--- src/rtl/placar_registro_pontos.sv ---
// Score register stage for the scoreboard. It debounces the A/B/C point buttons and
// commits one +/- event per press into the selected team's 7-bit score.
// It also drives the limit LED, the invalid LED and the buzzer.
// Optional feature: define PLACAR_UNDO_EN to add a 1-deep undo of the last accepted commit.
module placar_registro_pontos #(
    parameter int unsigned DEBOUNCE_CYCLES = 250000,
    parameter int unsigned BUZZER_CYCLES   = 25000000,
    parameter int unsigned MAX_SCORE       = 99
) (
    input  logic       clock,
    input  logic       reset,
    input  logic       A,
    input  logic       B,
    input  logic       C,
    input  logic       ChaveNegativaPositiva,
    input  logic       MudarTime,
    input  logic       BtnUndo,
    output logic [6:0] pontos_time0,
    output logic [6:0] pontos_time1,
    output logic [6:0] N1,
    output logic [1:0] SaidaBtns,
    output logic       commit,
    output logic       led_invalido,
    output logic       led_limite,
    output logic       buzzer
);

    localparam int unsigned DW = (DEBOUNCE_CYCLES > 1) ? $clog2(DEBOUNCE_CYCLES) : 1;
    localparam int unsigned BW = $clog2(BUZZER_CYCLES + 1);

`ifdef PLACAR_UNDO_EN
    localparam int unsigned NB = 4;
    logic [NB-1:0] w_btn_raw;
    assign w_btn_raw = {BtnUndo, C, B, A};
`else
    localparam int unsigned NB = 3;
    logic [NB-1:0] w_btn_raw;
    logic          w_unused_undo;
    assign w_btn_raw     = {C, B, A};
    assign w_unused_undo = BtnUndo;
`endif

    typedef enum logic {StIdle, StWaitRelease} state_t;

    logic [NB-1:0] r_btn_s1, r_btn_s2, r_db;
    logic [DW-1:0] r_cnt [NB];
    logic [1:0]    r_sel_s1, r_sel_s2;   // {MudarTime, ChaveNegativaPositiva}
    state_t        r_state;
    logic [6:0]    r_p0, r_p1;
    logic [1:0]    r_saida;
    logic          r_commit, r_led_inv, r_led_lim, r_buzzer;
    logic [BW-1:0] r_buzz_cnt;

    logic       w_team, w_sub, w_any, w_add_ok, w_sub_ok, w_ok;
    logic [1:0] w_pts;
    logic [7:0] w_cur, w_sum, w_diff;
    logic [6:0] w_new;

    assign w_team   = r_sel_s2[1];
    assign w_sub    = r_sel_s2[0];
    assign w_any    = |r_db[2:0];
    // Priority encode so simultaneous presses score the highest value.
    assign w_pts    = r_db[2] ? 2'd3 : (r_db[1] ? 2'd2 : 2'd1);
    assign w_cur    = {1'b0, (w_team ? r_p1 : r_p0)};
    assign w_sum    = w_cur + {6'd0, w_pts};
    assign w_diff   = w_cur - {6'd0, w_pts};
    assign w_add_ok = (w_sum <= 8'(MAX_SCORE));
    assign w_sub_ok = ({6'd0, w_pts} <= w_cur);
    assign w_ok     = w_sub ? w_sub_ok : w_add_ok;
    assign w_new    = w_sub ? w_diff[6:0] : w_sum[6:0];

    assign pontos_time0 = r_p0;
    assign pontos_time1 = r_p1;
    assign N1           = w_team ? r_p1 : r_p0;
    assign SaidaBtns    = r_saida;
    assign commit       = r_commit;
    assign led_invalido = r_led_inv;
    assign led_limite   = r_led_lim;
    assign buzzer       = r_buzzer;

    // Two-flop synchronisers for buttons and the mode/team switches.
    always_ff @(posedge clock or posedge reset) begin
        if (reset) begin
            r_btn_s1 <= '0;
            r_btn_s2 <= '0;
            r_sel_s1 <= '0;
            r_sel_s2 <= '0;
        end else begin
            r_btn_s1 <= w_btn_raw;
            r_btn_s2 <= r_btn_s1;
            r_sel_s1 <= {MudarTime, ChaveNegativaPositiva};
            r_sel_s2 <= r_sel_s1;
        end
    end

    // Per-button debounce: count while synced level differs from debounced level.
    always_ff @(posedge clock or posedge reset) begin
        if (reset) begin
            r_db <= '0;
            for (int i = 0; i < NB; i++) r_cnt[i] <= '0;
        end else begin
            for (int i = 0; i < NB; i++) begin
                if (r_btn_s2[i] == r_db[i]) begin
                    r_cnt[i] <= '0;
                end else if (r_cnt[i] == DW'(DEBOUNCE_CYCLES - 1)) begin
                    r_db[i]  <= r_btn_s2[i];
                    r_cnt[i] <= '0;
                end else begin
                    r_cnt[i] <= r_cnt[i] + DW'(1);
                end
            end
        end
    end

`ifdef PLACAR_UNDO_EN
    logic       r_undo_prev, r_undo_valid, r_undo_team;
    logic [6:0] r_undo_score;
    logic       w_undo_rise;
    assign w_undo_rise = r_db[3] & ~r_undo_prev;
`endif

    // Press FSM, score registers, LEDs and buzzer timer.
    always_ff @(posedge clock or posedge reset) begin
        if (reset) begin
            r_state    <= StIdle;
            r_p0       <= '0;
            r_p1       <= '0;
            r_saida    <= '0;
            r_commit   <= 1'b0;
            r_led_inv  <= 1'b0;
            r_led_lim  <= 1'b0;
            r_buzzer   <= 1'b0;
            r_buzz_cnt <= '0;
`ifdef PLACAR_UNDO_EN
            r_undo_prev  <= 1'b0;
            r_undo_valid <= 1'b0;
            r_undo_team  <= 1'b0;
            r_undo_score <= '0;
`endif
        end else begin
            r_commit <= 1'b0;
`ifdef PLACAR_UNDO_EN
            // Tracked in every state so a rise during WAIT_RELEASE is consumed, not deferred.
            r_undo_prev <= r_db[3];
`endif
            if (r_buzzer) begin
                if (r_buzz_cnt == '0) r_buzzer   <= 1'b0;
                else                  r_buzz_cnt <= r_buzz_cnt - BW'(1);
            end
            case (r_state)
                StIdle: begin
                    if (w_any) begin
                        r_state <= StWaitRelease;
                        r_saida <= w_pts;
                        if (w_ok) begin
                            if (w_team) r_p1 <= w_new;
                            else        r_p0 <= w_new;
                            r_commit  <= 1'b1;
                            r_led_inv <= 1'b0;
                            r_led_lim <= 1'b0;
`ifdef PLACAR_UNDO_EN
                            r_undo_valid <= 1'b1;
                            r_undo_team  <= w_team;
                            r_undo_score <= w_cur[6:0];
`endif
                        end else if (w_sub) begin
                            r_led_inv <= 1'b1;
                        end else begin
                            // Later assignment overrides the countdown: retrigger restarts.
                            r_led_lim  <= 1'b1;
                            r_buzzer   <= 1'b1;
                            r_buzz_cnt <= BW'(BUZZER_CYCLES - 1);
                        end
                    end
`ifdef PLACAR_UNDO_EN
                    else if (w_undo_rise && r_undo_valid) begin
                        if (r_undo_team) r_p1 <= r_undo_score;
                        else             r_p0 <= r_undo_score;
                        r_commit     <= 1'b1;
                        r_led_inv    <= 1'b0;
                        r_led_lim    <= 1'b0;
                        r_undo_valid <= 1'b0;
                    end
`endif
                end
                StWaitRelease: begin
                    if (!w_any) r_state <= StIdle;
                end
                default: r_state <= StIdle;
            endcase
        end
    end

endmodule
--- config.mk ---
export PLATFORM = sky130hd
export DESIGN_NAME = placar_registro_pontos
export DESIGN_NICKNAME = d
export VERILOG_FILES = /design/src/rtl/placar_registro_pontos.sv
export SDC_FILE = /design/constraint.sdc
export NUM_CORES = 1
export LEC_CHECK = 0
export BUFFER_PORTS_ARGS = -buffer_cell sky130_fd_sc_hd__clkbuf_2
export CAP_MARGIN = 20
export CORE_ASPECT_RATIO = 1.4
export CORE_MARGIN = 5
export CORE_UTILIZATION = 40
export CTS_BUF_LIST = sky130_fd_sc_hd__clkbuf_4 sky130_fd_sc_hd__clkbuf_8
export CTS_CLUSTER_DIAMETER = 80
export CTS_CLUSTER_SIZE = 8
export DETAILED_ROUTE_END_ITERATION = 7
export SLEW_MARGIN = 10
export SYNTH_ARGS = -nofsm -noshare
export SYNTH_HDL_FRONTEND = slang
export SYNTH_SLANG_ARGS = --single-unit
--- constraint.sdc ---
create_clock -name clock -period 4.1 [get_ports clock]
set_input_delay 0.41 -clock clock [delete_from_list [all_inputs] [get_ports clock]]
set_output_delay 0.41 -clock clock [all_outputs]
set_load 0.03 [all_outputs]
-- Yosys cells after proc, flatten, opt, wreduce, memory -nomap -nowiden
Cells that the tools add are included.
Widths: inputs -> output; s select.
- flip-flop bits (word level): 113
- input bits: 8
- output and inout bits: 27
- word-level logic and storage cells: 81
- add/sub/neg operators: 6
- order comparisons: 2
- equal/unequal tests: 7
- multiplexer cells: 31
- bitwise gates (word level): 5
- reductions and logical operators: 11
- operators with widths (kind ; number):
    $mux 25 ; 6
    $mux 18 ; 6
    $add 18x1->18 const B ; 3
    $eq 18x18->1 const B ; 3
    $logic_not 25->1 ; 1
    $sub 25x1->25 const B ; 1
    $mux 1 ; 15
    $mux 7 ; 2
    $add 7x2->8 ; 1
    $le 8x7->1 const B ; 1
    $reduce_and 2->1 ; 4
    $reduce_and 4->1 ; 2
    $le 2x7->1 ; 1
    $sub 7x2->7 ; 1
    $reduce_and 3->1 ; 2
    $not 1->1 ; 5
    $mux 2 ; 2
    $eq 1x1->1 ; 3
    $reduce_or 3->1 ; 1
    $ne 2x1->1 const B ; 1
    $reduce_bool 2->1 ; 1

-- Longest topological paths before layout
- word-level depth: 8
- mapped depth: 14
- mapped depth without buffers: 11

-- Worst setup path after synthesis
OpenSTA, ideal clock, no wires.
- kind: reg2reg
- start point: register r_sel_s2[1]
- end point: register r_p1[1], in the netlist pontos_time1[1]
- setup time: 0.125 ns
- arrival: 3.124 ns
- required time: 3.975 ns
- slack: 0.851 ns
- cell stages (with the launch flop): 14
- buffers on the path: 2
- clock period less this slack: 3.249 ns
- path through: dfrtp_1 -> buf_6 -> buf_6 -> mux2i_1 -> inv_1 -> ha_1 -> inv_1 -> fa_1 -> or2_0 -> o22ai_1 -> xnor2_1 -> o31a_2 -> o21ai_4 -> mux2_4
- word-level cells in the longest chain between the ends: 5
- elaborated cells on any way between the ends: 8
- those cells by class: 2 x add/sub; 2 x order compare; 3 x mux; 1 x reduce/logical
- RTL lines (element ; line ; RTL):
    start: declaration ; 47 ; logic [1:0] r_sel_s1, r_sel_s2;
    start signal: assignment ; 92 ; r_sel_s2 <= r_sel_s1;
    $mux 7 * ; - ;
    via N1[0] ; 20 ; output logic [6:0] N1,
    $add 7x2->8 ; 65 ; assign w_sum = w_cur + {6'd0, w_pts};
    $le 8x7->1 ; 67 ; assign w_add_ok = (w_sum <= 8'(MAX_SCORE));
    $mux 1 ; 69 ; assign w_ok = w_sub ? w_sub_ok : w_add_ok;
    $reduce_and 4->1 (no line) ; - ;
    end signal: assignment ; 156 ; if (w_team) r_p1 <= w_new;
    end: declaration ; 49 ; logic [6:0] r_p0, r_p1;
The timed path passes the listed nets; every way through them passes the cells marked *.
A chain may end at the register's enable or synchronous reset.

-- Worst setup path in the final report
- start point: register r_sel_s2[1]
- end point: register r_p1[5], in the netlist pontos_time1[5]
- word-level cells in the longest chain between the ends: 5
- elaborated cells on any way between the ends: 8
- those cells by class: 2 x add/sub; 2 x order compare; 3 x mux; 1 x reduce/logical
- RTL lines (element ; line ; RTL):
    $mux 7 ; 64 ; assign w_cur = {1'b0, (w_team ? r_p1 : r_p0)};
    $add 7x2->8 ; 65 ;
    $le 8x7->1 ; 67 ;
    $mux 1 ; 69 ;
    $reduce_and 4->1 (no line) ; - ;
Several ways; a longest one is shown, not always the timed one.

==> metrics <==
status completed; clock-pin slew on the worst setup and hold paths 70 ps; num rows between 50 and 60; number of antenna violations at the first check in global routing 0; CTS Hold Bufs 0; setup bufs post-CTS 0; crit-path max FO 7; vias in the first global route 4241; flop and latch count out of synthesis 113; residual overflow from global routing 0; CTS sink count 113; syn nets ~560; GP Congestion roughly 0.89; layout cell share with drive strength beyond 1 0.168; Inst Count DP between 700 and 800; filler instances 1343; Int Pwr approximately 1.9 mW; H-tree depth 4; Layout Skew roughly 7.6 ps; power share of the clock group 0.491; sequential share of the synthesized area 0.506; number of remaining DRC errors 0; Syn Area/Cell a little over 10 um^2; antenna diode count 0; Setup crit start kind register; setup ws final 653 ps; die height around 150 um; post-route antenna net violation count 0; Final Util 0.462; Final Critical Period approximately 3400 ps; Inserted Clock Buffers 17; Critical Path AT 3760 ps; CTS tree done; Worst Tran Pin Value 785 ps; total number of vias 3955; Die W 110 um; Root Buffer clkbuf_8; Mapped Area 0.00559 mm^2; VDD IR max 0.252 mV; clock latency at the later pin of the worst-skew pair 430 ps; family with the most delay on the worst path compound AO/OA/AOI/OAI gates; synthesized instance count 543; pre-CTS setup slack a little under 700 ps; Layout area overhead 14.6%; pin count of the biggest net entering global routing 65; crit-path max cell delay 600 ps; crit path cell chain mux2i_1 > inv_1 > ha_1 > nor2b_1 > o2111a_1 > mux2i_1 > o31a_2 > o21ai_4 > mux2_4; Post-synth ARST share 1.00; CP most frequent cell mux2i_1; Final Non-Filler Cells between 700 and 800; clk buf depth 2; RSZ-0062 raised after global routing no; EDFF count, synth 0; Tot GR Track Use 0.148; first-pass GRT wire length between 15000 and 20000 um; IO Port Bufs 33; Logic pwr share 0.026; Max Cap Viol 0; Slowest cell on crit path dfrtp_1; relative slew slack 0.477; final hold violations 0; number of library cell types mapped by synthesis 61; sw frac 0.209; LEAKAGE 3.08 nW; drt pass-1 iters 4; pwr dens roughly 370 mW/mm^2; period utilization 0.841; Buf/Inv on CP 1; Initial Util 0.404; Post-Route WL 10900 um; TNS Setup 0 ps; prevailing post-synth register cell dfrtp_1; Synth warnings 0; hpwl dp about 7800 um; post-CTS resize count 0; routed len/inst 13.9 um; Nets 605; Final Max Slew Viols 0; Core Region 0.0138 mm^2; final setup fails 0; DRT iter0 DRCs 154; sequential cell fraction of total power 0.483; Psw 494 uW; die area approximately 0.016 mm^2; Worst Setup End Kind register; WS Path Type reg -> reg; worst hold-check path type in -> reg; Vias/cell 5.04; # IOs 35; Req. time, crit path about 4400 ps; fmax 290 MHz
[layout make-up]
cell class / count / area (um^2) / area share
clock buffer: 22 / 290 / 0.0453
clock inverter: 10 / 156 / 0.0244
inverter: 25 / 96.3 / 0.0150
multi-input combinational: 393 / 2610 / 0.407
sequential: 113 / 2830 / 0.442
tap: 185 / 231 / 0.0362
timing repair buffer: 37 / 195 / 0.0305
[registers in the layout (all words and copies together), names as in the netlist, 3 cells and up]
| register | count |
|---|---|
| r_cnt | 54 |
| r_buzz_cnt | 25 |
| pontos_time0 | 7 |
| pontos_time1 | 7 |
| r_btn_s1 | 3 |
| r_btn_s2 | 3 |
| r_db | 3 |
[cell usage in the layout (no fill, tap or decap), types with 7 or more instances in the layout]
master	synthesis	layout
o21ai_0	9	9
ha_1	8	8
nor4_1	10	10
a21oi_1	9	9
nor3_1	16	16
inv_1	21	20
mux2i_1	7	7
nand4_1	9	9
nand2_1	53	53
nor2_1	83	83
clkbuf_2	0	33
dfrtp_1	113	113
and3_1	8	8
mux2_4	12	12
clkbuf_8	0	20
nand3_1	30	30
xor2_1	37	37
xnor2_1	39	39
[cells in the mapped netlist (2+ instances only)]
| cell type | n | area, um^2 |
|---|---|---|
| dfrtp_1 | 113 | 2830 |
| nand2b_1 | 3 | 18.8 |
| nor4b_1 | 5 | 43.8 |
| buf_6 | 2 | 22.5 |
| xnor2_1 | 39 | 342 |
| mux2_4 | 12 | 180 |
| nor2_1 | 83 | 312 |
| fa_1 | 2 | 40.0 |
| o21ai_4 | 2 | 32.5 |
| nor3_1 | 16 | 80.1 |
| nor2_2 | 2 | 12.5 |
| a31oi_1 | 2 | 12.5 |
| nor4_1 | 10 | 62.6 |
| buf_2 | 2 | 10.0 |
| o21ai_0 | 9 | 45.0 |
| nor2b_1 | 3 | 18.8 |
| mux2i_1 | 7 | 70.1 |
| ha_1 | 8 | 100 |
| clkbuf_1 | 8 | 30.0 |
| o31ai_1 | 2 | 15.0 |
| or3_1 | 2 | 12.5 |
| and3_1 | 8 | 50.1 |
| nand4_1 | 9 | 56.3 |
| inv_1 | 21 | 78.8 |
| or4_1 | 5 | 37.5 |
| mux2_1 | 3 | 33.8 |
| or2_1 | 2 | 12.5 |
| nand3_1 | 30 | 150 |
| o22ai_1 | 3 | 18.8 |
| xor2_1 | 37 | 324 |
| nand2_1 | 53 | 199 |
| inv_2 | 3 | 11.3 |
| a21oi_1 | 9 | 45.0 |
[final timing paths]
path,end,from,depth (start not counted),slack (ps)
worst max-delay path,pontos_time1[5],r_sel_s2[1],9,650
worst min-delay path,r_sel_s1[1],MudarTime,1,90
worst max register to register,pontos_time1[5],r_sel_s2[1],9,650
worst min register to register,r_btn_s2[1],r_btn_s1[1],0,350
max in group asynchronous,r_cnt[29],reset,3,3150
min in group asynchronous,r_btn_s1[2],reset,2,120
[routing by layer]
metal,wire [um],vias up,GRT usage,share of wire
met4,354,0,0.0905,0.032
li1,-,1934,-,-
met1,4540,1936,0.161,0.41
met2,5710,59,0.254,0.52
met5,0,-,0,0
met3,337,26,0.0345,0.031
[stage by stage]
step	instance area [um^2]	total power [mW]	hold WS [ps]
6_report	6400	2.36	85.0
5_1_grt	6400	2.45	58.1
4_1_cts	6400	2.40	52.0
3_5_place_dp	5960	1.22	337
3_3_place_gp	5960	1.22	336
2_1_floorplan	5590	1.21	331
[cell families after synthesis]
logic type | after synthesis | synth area share
buf+inv | 37 | 0.0280
fa+ha+maj | 10 | 0.0251
compound gates | 39 | 0.0526
flops | 113 | 0.506
xor+xnor | 76 | 0.119
simple gates | 243 | 0.210
mux | 25 | 0.0593
[power by group through the flow]
stage               logic, mW  registers [mW]  clock network, mW
finish                 0.0609            1.14               1.16
global route           0.0721            1.14               1.23
CTS                    0.0641            1.14               1.19
detailed placement     0.0640            1.16                  0
global placement       0.0623            1.16                  0
floorplan              0.0521            1.15                  0
Note: power is estimated with default switching activity, not from simulation.
